**config.mk**
```make
export PLATFORM = sky130hd
export DESIGN_NAME = arb2_mux_ctrl
export DESIGN_NICKNAME = d
export VERILOG_FILES = /design/src/rtl/arb2_mux_ctrl.sv
export SDC_FILE = /design/constraint.sdc
export NUM_CORES = 1
export LEC_CHECK = 0
export ABC_AREA = 1
export CORE_MARGIN = 8
export CORE_UTILIZATION = 35
export DETAILED_ROUTE_END_ITERATION = 8
export PLACE_DENSITY = 0.79
export SLEW_MARGIN = 15
export SYNTH_ARGS = -nofsm -noshare
export SYNTH_HDL_FRONTEND = slang
export SYNTH_SLANG_ARGS = --single-unit
```
**constraint.sdc**
```tcl
create_clock -name clk -period 3.6 [get_ports clk]
set_input_delay 0.9 -clock clk [delete_from_list [all_inputs] [get_ports clk]]
set_output_delay 0.9 -clock clk [all_outputs]
set_load 0.01 [all_outputs]
```
**src/rtl/arb2_mux_ctrl.sv**
```systemverilog
// Two-requester round-robin arbiter driving a shared 2:1 mux onto one valid/ready channel.
// Per-grant burst limit hands the channel over while the other side is waiting.
module arb2_mux_ctrl #(
    parameter int WIDTH     = 8,
    parameter int MAX_BURST = 4
) (
    input  logic             clk,
    input  logic             rst,
    input  logic             req0,
    input  logic [WIDTH-1:0] data0,
    input  logic             req1,
    input  logic [WIDTH-1:0] data1,
    output logic             gnt0,
    output logic             gnt1,
    output logic             ack0,
    output logic             ack1,
    output logic             sel,
    output logic [WIDTH-1:0] out_data,
    output logic             out_valid,
    input  logic             out_ready
);

    localparam int CW = $clog2(MAX_BURST + 1);
    localparam logic [CW-1:0] LAST_BEAT = CW'(MAX_BURST - 1);

    // One-hot grant encoding so each gnt output is a flop bit.
    typedef enum logic [1:0] {
        IDLE = 2'b00,
        G0   = 2'b01,
        G1   = 2'b10
    } state_t;

    state_t        state;
    state_t        state_nxt;
    logic [CW-1:0] cnt;
    logic [CW-1:0] cnt_nxt;
    logic          last;
    logic          sel_q;

    assign gnt0      = state[0];
    assign gnt1      = state[1];
    assign sel       = sel_q;
    assign ack0      = gnt0 & req0 & out_ready;
    assign ack1      = gnt1 & req1 & out_ready;
    assign out_valid = (gnt0 & req0) | (gnt1 & req1);
    assign out_data  = sel_q ? data1 : data0;

    always_comb begin
        // NOTE: defaults first so every path assigns every output -- no latches.
        state_nxt = state;
        cnt_nxt   = cnt;
        case (state)
            IDLE: begin
                if (req0 && req1)
                    state_nxt = last ? G0 : G1;
                else if (req0)
                    state_nxt = G0;
                else if (req1)
                    state_nxt = G1;
            end
            G0: begin
                if (!req0)
                    state_nxt = req1 ? G1 : IDLE;
                else if (ack0) begin
                    if (cnt == LAST_BEAT) begin
                        cnt_nxt = '0;
                        if (req1)
                            state_nxt = G1;
                    end else begin
                        cnt_nxt = cnt + CW'(1);
                    end
                end
            end
            G1: begin
                if (!req1)
                    state_nxt = req0 ? G0 : IDLE;
                else if (ack1) begin
                    if (cnt == LAST_BEAT) begin
                        cnt_nxt = '0;
                        if (req0)
                            state_nxt = G0;
                    end else begin
                        cnt_nxt = cnt + CW'(1);
                    end
                end
            end
            default: state_nxt = IDLE;
        endcase
        // Every grant starts its burst budget from zero.
        if (state_nxt != state)
            cnt_nxt = '0;
    end

    always_ff @(posedge clk or posedge rst) begin
        // NOTE: non-blocking so all flops sample pre-edge values together.
        if (rst) begin
            state <= IDLE;
            cnt   <= '0;
            last  <= 1'b1;
            sel_q <= 1'b0;
        end else begin
            state <= state_nxt;
            cnt   <= cnt_nxt;
            // sel moves on the same edge as gnt, and holds through IDLE.
            if (state_nxt == G0) begin
                last  <= 1'b0;
                sel_q <= 1'b0;
            end else if (state_nxt == G1) begin
                last  <= 1'b1;
                sel_q <= 1'b1;
            end
        end
    end

endmodule

```
==> summary.md <==
| Metric | Value |
|---|---|
| Status | complete, no violations |
| Clk root buf | clkbuf_4 |
| Setup TNS | 0 ns |
| Type of the most critical hold path | register to register |
| Register bit total from synthesis | 7 |
| Fin. Hold Viols | 0 |
| First-pass DRT Iterations | 4 |
| Wirelength per Cell | 13.0 um |
| Skew final | 0.00759 ns |
| Post-CTS sizing | 0 |
| Nets | 143 |
| Largest net degree at the start of global routing | 11 |
| CTS tree | built |
| First-pass GRT wire length | 3160 um |
| Non-filler cells, final | 136 |
| Vias | 667 |
| Initial antenna violation count | 0 |
| Post-Syn Area per Cell | 7.34 um2 |
| DP Wirelength | 1530 um |
| Peak fanout along the critical path | 7 |
| Finished Cell Area | 986 um2 |
| Die Area | 3300 um2 |
| H-tree levels | 1 |
| GRT Util Overall | 0.121 |
| Crit path arrival time | 2.31 ns |
| Initial DRC count | 19 |
| Seq/Total Area, Yosys | 0.293 |
| Post-CTS Setup Bufs | 0 |
| Crit end category | primary output |
| Min Tclk post-route | 3.21 ns |
| CTS Buf Count | 3 |
| Synth-to-Final Area Change | 63.8% |
| Die X-Extent | 57.5 um |
| GPL Wtd Cong | 0.826 |
| Final WL | 1770 um |
| Die height | 57.5 um |
| Core area | 1670 um2 |
| CTS Hold Buffers Added | 0 |
| Synth unique cells | 19 |
| Critical Path RT | 2.70 ns |
| Antenna Diode Count | 0 |
| Worst skew pair latency | 0.25 ns |
| Fin util | 0.590 |
| Cell count after placement | 132 |
| Most frequent cells in the layout | clkdlybuf4s50_1 (34), nand2_1 (25), inv_1 (10) |
| Leakage power | 0.000461 uW |
| Crit share post-route | 0.891 |
| Share of layout cells above drive strength 1 | 0.202 |
| Number of global-route vias before repair | 710 |
| Hold Slack | 0.493 ns |
| Grt ovf | 0 |
| Post-Syn Nets | 105 |
| Area post-placement | 960 um2 |
| Synthesized area | 602 um2 |
| RSZ-0062 raised after global routing | false |
| DRC errors left | 0 |
| CP startpoint kind | primary input |
| Power Dens Cells | 532 nW/um2 |
| Max_slew headroom | 0.761 |
| Max clock buf depth | 2 |
| Post-route ant nets | 0 |
| I/O pin count | 35 |
| Pins over their slew limit | 0 |
| Max-cap violation count | 0 |
| Worst Setup Path Type | primary input to primary output |
| Row count | 15 |
| Clock Sinks | 7 |
| Drt via density | 4.90 |
| Maximum vdd ir drop | 0.310 mV |
| Highest clock rate | 0.312 GHz |
| Synth warn | 0 |
| Synthesized instance count | 82 |
| Port Buffers | 34 |
| Worst slew pin tran | 0.358 ns |
| Starting Density | 0.360 |
| Setup violations, final | 0 |
| Clk slew on worst S/H paths | 0.05 ns |
| Commonest non-fill, non-tap cell in the layout | clkdlybuf4s50_1 |
==> critical path, stage by stage <==
cell	delay, ns
clkdlybuf4s50_1	0.63
inv_2	0.07
o21ai_0	0.16
clkdlybuf4s50_1	0.56
==> where the power goes <==
| group | internal, uW | leakage, uW | total (uW) | switching, uW |
|---|---|---|---|---|
| clock | 42.2 | 0.0000150 | 70.0 | 27.8 |
| sequential | 104 | 0.0000887 | 143 | 38.1 |
| combinational | 174 | 0.000357 | 312 | 138 |
| total | 321 | 0.000461 | 525 | 204 |
==> metal layers <==
layer,track usage,share of wire
met5,0,0
met4,0.0536,0.0045
met3,0.0942,0.17
met2,0.172,0.43
met1,0.130,0.40
==> final timing paths <==
kind                         from        end  slack (ns)  cells past startpoint
max                          req1  out_valid        0.39                      4
min                          last       last        0.49                      2
max reg2reg                cnt[0]        sel        1.73                     10
min reg2reg                  last       last        0.49                      2
max in group asynchronous     rst       last        2.43                      2
min in group asynchronous     rst     cnt[2]        0.89                      2
==> layout make-up <==
| type | count | area (um2) |
|---|---|---|
| Fill cell | 144 | 684 |
| Multi-Input combinational cell | 63 | 380 |
| Timing Repair Buffer | 34 | 340 |
| Sequential cell | 7 | 176 |
| Inverter | 11 | 41.3 |
| Clock buffer | 4 | 26.3 |
| Tap cell | 17 | 21.3 |
==> sequential cells by signal, summed over array words and instances (netlist names) <==
name / count
cnt: 3
sel: 1
last: 1
state: 2
==> logic make-up after synthesis <==
kind of cell,count (synthesis),share of synthesized area
adders and majority gates,2,0.0416
muxes,8,0.150
DFF,7,0.293
and+or+nand+nor,49,0.401
AOI/OAI and AO/OA,4,0.0395
buffers and inverters,12,0.0748
==> synth_stat cells <==
master	instances	area, um2
nand4_1	1	6.26
nand3_2	1	10.0
inv_2	1	3.75
dfrtp_1	6	150
or2_2	1	6.26
o21ai_0	3	15.0
nor3_2	3	30.0
ha_1	2	25.0
nand3b_1	1	7.51
clkbuf_1	1	3.75
mux2_2	8	90.1
nand2_2	4	25.0
inv_1	10	37.5
nand3_1	9	45.0
nor2_2	1	6.26
nand2_1	25	93.8
a31o_2	1	8.76
dfstp_2	1	26.3
nor2_1	3	11.3
==> metrics by stage <==
stage | setup slack, ns | total power [uW]
final | 0.391 | 525
after CTS | 0.398 | 533
after global placement | 0.440 | 450
after detailed placement | 0.399 | 459
after floorplan | 1.51 | 314
after global routing | 0.287 | 575
(Power assumes the default switching activity.)
